--- src/rtl/regfile_sb_if.sv ---
// regfile_sb port bundle: writeback, two read ports and the
// issue/scoreboard handshake between decode and the register file.
interface regfile_sb_if #(
  parameter int XLEN = 32,
  parameter int AW   = 5
);
  logic [XLEN-1:0] D;
  logic [AW-1:0]   A_D;
  logic            write_enable;

  logic [AW-1:0]   A_Q0;
  logic [AW-1:0]   A_Q1;
  logic [XLEN-1:0] Q0;
  logic [XLEN-1:0] Q1;
  logic            BUSY_Q0;
  logic            BUSY_Q1;

  logic            issue_valid;
  logic [AW-1:0]   A_I;
  logic            issue_ready;
  logic            flush;
  logic [AW:0]     busy_count;

  modport master (
    output D, A_D, write_enable,
    output A_Q0, A_Q1,
    output issue_valid, A_I, flush,
    input  Q0, Q1, BUSY_Q0, BUSY_Q1,
    input  issue_ready, busy_count
  );

  modport slave (
    input  D, A_D, write_enable,
    input  A_Q0, A_Q1,
    input  issue_valid, A_I, flush,
    output Q0, Q1, BUSY_Q0, BUSY_Q1,
    output issue_ready, busy_count
  );
endinterface

--- src/rtl/regfile_sb.sv ---
// Register file with r0 hard-wired to zero, writeback forwarding on both
// read ports and a pending-write scoreboard for RAW/WAW stalls.
module regfile_sb #(
  parameter int XLEN = 32,
  parameter int AW   = 5
) (
  input  logic         CLK,
  input  logic         RES,
  regfile_sb_if.slave  rf
);
  localparam int N  = 2 ** AW;
  localparam int CW = AW + 1;

  logic [XLEN-1:0] regs_q [N];
  logic [N-1:0]    busy_q;
  logic [N-1:0]    busy_d;
  logic [CW-1:0]   cnt_q;
  logic [CW-1:0]   cnt_d;

  logic wr_hit;
  logic iss_acc;
  logic inc;
  logic dec;

  assign wr_hit = rf.write_enable && (rf.A_D != '0);

  // A reservation may replace one being retired in the same cycle.
  assign rf.issue_ready = (rf.A_I == '0)
                        || !busy_q[rf.A_I]
                        || (wr_hit && (rf.A_D == rf.A_I));

  assign iss_acc = rf.issue_valid && rf.issue_ready
                && (rf.A_I != '0) && !rf.flush;

  assign inc = iss_acc && !busy_q[rf.A_I];
  assign dec = wr_hit && busy_q[rf.A_D]
            && !(iss_acc && (rf.A_I == rf.A_D));

  always_comb begin
    busy_d = busy_q;
    if (wr_hit)
      busy_d[rf.A_D] = 1'b0;
    if (iss_acc)
      busy_d[rf.A_I] = 1'b1;
    if (rf.flush)
      busy_d = '0;
    busy_d[0] = 1'b0;
  end

  always_comb begin
    cnt_d = cnt_q;
    if (rf.flush)
      cnt_d = '0;
    else
      cnt_d = cnt_q + CW'(inc) - CW'(dec);
  end

  always_ff @(posedge CLK) begin
    if (RES) begin
      for (int i = 0; i < N; i++)
        regs_q[i] <= '0;
      busy_q <= '0;
      cnt_q  <= '0;
    end else begin
      if (wr_hit)
        regs_q[rf.A_D] <= rf.D;
      busy_q <= busy_d;
      cnt_q  <= cnt_d;
    end
  end

  assign rf.busy_count = cnt_q;

  always_comb begin
    rf.Q0      = regs_q[rf.A_Q0];
    rf.BUSY_Q0 = busy_q[rf.A_Q0];
    unique case (1'b1)
      (rf.A_Q0 == '0): begin
        rf.Q0      = '0;
        rf.BUSY_Q0 = 1'b0;
      end
      (wr_hit && (rf.A_D == rf.A_Q0)): begin
        rf.Q0      = rf.D;
        rf.BUSY_Q0 = 1'b0;
      end
      default: ;
    endcase
  end

  always_comb begin
    rf.Q1      = regs_q[rf.A_Q1];
    rf.BUSY_Q1 = busy_q[rf.A_Q1];
    unique case (1'b1)
      (rf.A_Q1 == '0): begin
        rf.Q1      = '0;
        rf.BUSY_Q1 = 1'b0;
      end
      (wr_hit && (rf.A_D == rf.A_Q1)): begin
        rf.Q1      = rf.D;
        rf.BUSY_Q1 = 1'b0;
      end
      default: ;
    endcase
  end
endmodule

--- src/flat_wrapper.sv ---
// flat-port wrapper written by rule: the top's interface ports become plain ports
module regfile_sb_flat 
#(
  parameter int XLEN = 32,
  parameter int AW   = 5
)
  (CLK, RES, rf_D, rf_A_D, rf_write_enable, rf_A_Q0, rf_A_Q1, rf_issue_valid, rf_A_I, rf_flush, rf_Q0, rf_Q1, rf_BUSY_Q0, rf_BUSY_Q1, rf_issue_ready, rf_busy_count);
  regfile_sb_if #(.XLEN(XLEN), .AW(AW)) rf_i ();
  input  logic CLK;
  input  logic RES;
  input wire logic [$bits(rf_i.D)-1:0] rf_D;
  input wire logic [$bits(rf_i.A_D)-1:0] rf_A_D;
  input wire logic [$bits(rf_i.write_enable)-1:0] rf_write_enable;
  input wire logic [$bits(rf_i.A_Q0)-1:0] rf_A_Q0;
  input wire logic [$bits(rf_i.A_Q1)-1:0] rf_A_Q1;
  input wire logic [$bits(rf_i.issue_valid)-1:0] rf_issue_valid;
  input wire logic [$bits(rf_i.A_I)-1:0] rf_A_I;
  input wire logic [$bits(rf_i.flush)-1:0] rf_flush;
  output wire logic [$bits(rf_i.Q0)-1:0] rf_Q0;
  output wire logic [$bits(rf_i.Q1)-1:0] rf_Q1;
  output wire logic [$bits(rf_i.BUSY_Q0)-1:0] rf_BUSY_Q0;
  output wire logic [$bits(rf_i.BUSY_Q1)-1:0] rf_BUSY_Q1;
  output wire logic [$bits(rf_i.issue_ready)-1:0] rf_issue_ready;
  output wire logic [$bits(rf_i.busy_count)-1:0] rf_busy_count;
  assign rf_i.D = rf_D;
  assign rf_i.A_D = rf_A_D;
  assign rf_i.write_enable = rf_write_enable;
  assign rf_i.A_Q0 = rf_A_Q0;
  assign rf_i.A_Q1 = rf_A_Q1;
  assign rf_i.issue_valid = rf_issue_valid;
  assign rf_i.A_I = rf_A_I;
  assign rf_i.flush = rf_flush;
  assign rf_Q0 = rf_i.Q0;
  assign rf_Q1 = rf_i.Q1;
  assign rf_BUSY_Q0 = rf_i.BUSY_Q0;
  assign rf_BUSY_Q1 = rf_i.BUSY_Q1;
  assign rf_issue_ready = rf_i.issue_ready;
  assign rf_busy_count = rf_i.busy_count;
  regfile_sb #(.XLEN(XLEN), .AW(AW)) u_core (.CLK(CLK), .RES(RES), .rf(rf_i));
endmodule
--- config.mk ---
export PLATFORM = sky130hd
export DESIGN_NAME = regfile_sb_flat
export DESIGN_NICKNAME = d
export VERILOG_FILES = /design/src/rtl/regfile_sb_if.sv /design/src/rtl/regfile_sb.sv /design/src/flat_wrapper.sv
export SDC_FILE = /design/constraint.sdc
export NUM_CORES = 2
export LEC_CHECK = 0
export CAP_MARGIN = 5
export CELL_PAD_IN_SITES_DETAIL_PLACEMENT = 1
export CELL_PAD_IN_SITES_GLOBAL_PLACEMENT = 2
export CORE_ASPECT_RATIO = 1.2
export CORE_MARGIN = 4
export CORE_UTILIZATION = 28
export CTS_CLUSTER_SIZE = 10
export DETAILED_ROUTE_END_ITERATION = 8
export PLACE_DENSITY = 0.66
export SLEW_MARGIN = 20
export SYNTH_ARGS = -nofsm -noshare
export SYNTH_HDL_FRONTEND = slang
export SYNTH_SLANG_ARGS = --single-unit
--- constraint.sdc ---
create_clock -name CLK -period 4.4 [get_ports CLK]
set_input_delay 0.66 -clock CLK [delete_from_list [all_inputs] [get_ports CLK]]
set_output_delay 0.66 -clock CLK [all_outputs]
set_load 0.02 [all_outputs]
==> summary.txt <==
Timing
  – Final Critical Period: roughly 4.3 ns
  – Final period utilization: 0.9783
  – F_max: 232.3 MHz
  – Fin Hold WS: around 0.57 ns
  – Final Skew: 0.02606 ns
  – RSZ-0062 raised after global routing: no
  – Final hold violations: 0
  – Worst-margin pin slew: 1.019 ns
  – Max Slew Vio Count: 0
  – Worst slew margin: 0.3183
  – Final setup margin: between 0.09 and 0.1 ns
  – Final setup viols: 0

Route
  – DRT iter0 DRCs: 4228
  – Drt first pass iters: 5
  – Final wirelength: 238.4 mm
  – Via count: ~40000
  – WL/cell: 33.20 um
  – Post-DRT Antenna Nets: 0
  – Via density: 5.572
  – DRC viols: 0

Placed design
  – Buffers on Ports: 129
  – Placed cells: 7010
  – DP HPWL: 155.3 mm
  – Placement Cell Area: 65590 um^2
  – DP Worst Slack: -0.1958 ns
  – Routability cong.: about 0.85

Global route
  – Top Usage Layer GRT: met2
  – Largest net degree at the start of global routing: 53
  – GR met1 Demand/Resource: 0.2654
  – Met2 Track Usage GR: 0.3829
  – Global route total overflow: 0
  – Tot GR Track Use: 0.2158
  – Initial antenna violation count: 21
  – Global-route wire length before repair: 332.0 mm
  – GR Layer Usage met3: 0.03070
  – Vias in the first global route: 41840

Worst setup path
  – Data arrival, critical path: 3.64 ns
  – Delay-heaviest family, CP: buffers and inverters
  – Buf/Inv on CP: 5
  – Most used cell, CP: buf_4
  – Crit end category: output pin
  – Crit start category: primary input
  – Required time worst endpoint: 3.74 ns
  – Slowest CP cell: a221oi_1
  – Cells along the critical path: buf_8, buf_4, buf_4, mux4_2, mux2_2, a221oi_1, buf_4, a2111oi_1, a21o_1, buf_4
  – CP Class: primary input to output pin
  – Crit Path Max Fanout: 35
  – Critical Path Max Stage Delay: 0.59 ns

Synth
  – Synthesized area per cell: 14.08 um^2
  – Top post-synthesis cells by area: edfxtp_1, mux4_2, and2_1
  – Synth warnings: 0
  – Yosys top cell by area: edfxtp_1
  – Cell count after synthesis: 4168
  – Synth unique cells: 60
  – Yosys reg bits: around 1100
  – Async S/R FF share, synth: 0
  – Yosys top cell area share: 0.5241
  – Mapped cell area: 58680 um^2
  – Top_reg_cell synth: edfxtp_1
  – Seq/Total Area, Yosys: 0.5367
  – Post-synth EDFFs: slightly above 1000

Layout
  – Most frequent cells in the layout: edfxtp_1, and2_1, mux4_2
  – Post-Layout Inst Area: about 70000 um^2
  – Layout Nets: 4420
  – Synth-to-layout area growth: 17.55%
  – Final cell count without fillers: 7181
  – Commonest non-fill, non-tap cell in the layout: edfxtp_1
  – Filler Cell Count: 21850
  – Share of cells above drive strength 1: 0.2613

Clocking
  – Worst-path clk slew: 0.06 ns
  – Total clock sinks: 1061
  – CTS Buf Count: 119
  – Clock root cell: clkbuf_16
  – H-tree Lvls: 3
  – Clock Latency Late Sink: ~0.74 ns
  – Clock Path Buffers: 3
  – Hold_buf cts: 0
  – Post-CTS setup buffers: 0
  – CTS tree: yes

Power
  – Leakage power: 23.79 nW
  – PwrDens: between 300 and 400 nW/um^2
  – Peak VDD IR: roughly 0.30 mV

Floorplanning
  – DIE AREA: ~220000 um^2
  – Die Y: 509.5 um
  – I/O pins: 130
  – Initial Util: 0.2822
  – Rows: 183
  – Core ar.: 207900 um^2
  – Die Wd: 425.9 um

Job
  – Max-cap violations: 0

Hold path
  – Hold crit path type: register to register

Status
  – Run status: finished, final reports clean
path summary, 6_finish.rpt:
kind	start	endpoint	slack [ns]	depth (start not counted)
max	rf_A_Q1[1]	rf_Q1[30]	0.1	10
min reg2reg	u_core.busy_q[7]	u_core.busy_q[7]	0.57	2
min	u_core.busy_q[7]	u_core.busy_q[7]	0.57	2
max reg2reg	u_core.busy_q[29]	u_core.rf.busy_count[4]	1.22	13
power breakdown:
part           internal (mW)  switching [mW]  total, mW
Combinational           1.64            2.30       3.94
Clock                   5.17            4.06       9.23
Sequential              11.6           0.303       11.9
Total                   18.4            6.66       25.1
metrics by stage:
stage          TNS (ns)  total power [mW]  utilization
3_5_place_dp     -3.861             16.07       0.3155
4_1_cts               0             25.26       0.3316
6_report              0             25.11       0.3317
3_3_place_gp     -1.517             16.01       0.3155
2_1_floorplan         0             14.10            -
5_1_grt               0             25.87       0.3317
state kept, by name, indices dropped and copies added (netlist names):
signal                flops
u_core.rf.busy_count      6
u_core.busy_q            31
u_core.regs_q          1024
cells in the mapped netlist, types with 8 or more instances:
master and count:
mux2_2 34, nor3_1 41, buf_2 68, buf_1 34, inv_1 10, dfxtp_1 37
nor2_1 65, edfxtp_1 1024, nand2b_1 29, nand2_1 165, mux2i_1 275, xnor2_1 13
a21oi_1 69, o41ai_1 21, o211ai_1 8, a32o_1 14, a211oi_1 15, mux4_2 468
a31oi_1 31, a221o_1 31, buf_4 8, nor2b_1 17, and2_1 966, o221a_2 21
nand3_1 14, o22ai_1 92, a221oi_1 25, a22oi_1 34, o21ai_0 73, a21o_1 20
clkbuf_1 337, a22o_1 26
layout make-up:
| class | count | area [um^2] | share of cell area |
|---|---|---|---|
| flip-flops and latches | 1061 | 31490 | 0.4566 |
| multi-input cells | 2676 | 25760 | 0.3734 |
| repair buffers | 485 | 4828 | 0.07001 |
| well taps | 2775 | 3472 | 0.05034 |
| clock buffers | 154 | 3214 | 0.04660 |
| clock inverters | 9 | 137.6 | 0.001996 |
| inverters | 13 | 52.55 | 0.0007619 |
| diodes | 8 | 20.02 | 0.0002903 |
layer usage:
metal | vias up | share of wire | routed length [um]
li1 | 16360 | - | -
met1 | 21450 | 0.38 | 91100
met2 | 1753 | 0.51 | 121300
met3 | 438 | 0.069 | 16470
met4 | 4 | 0.040 | 9560
met5 | - | 0.00011 | 27
repair_timing:
action / in CTS / in global routing
pin swaps: 1 / 1
endpoints found under the setup margin: 36 / 9
gates resized for setup: 3 / 2
tightest hold or removal path, cell delays in order (launching register included):
cell and delay (ns):
dfxtp_1 0.37, nand3_1 0.09, o21ai_0 0.07
kinds of logic (layout without fill, tap and decap cells):
logic type / after synthesis / count (layout) / share of synthesized area
and+or+nand+nor: 1339 / 1339 / 0.1328
DFF: 1061 / 1061 / 0.5367
muxes: 777 / 777 / 0.2331
AOI/OAI and AO/OA: 501 / 501 / 0.06103
buffers and inverters: 462 / 661 / 0.03177
xor gates and xnor gates: 20 / 20 / 0.002985
adders and majority gates: 7 / 7 / 0.001621
other: 1 / 40 / 0.00006391
(Power assumes the default switching activity.)
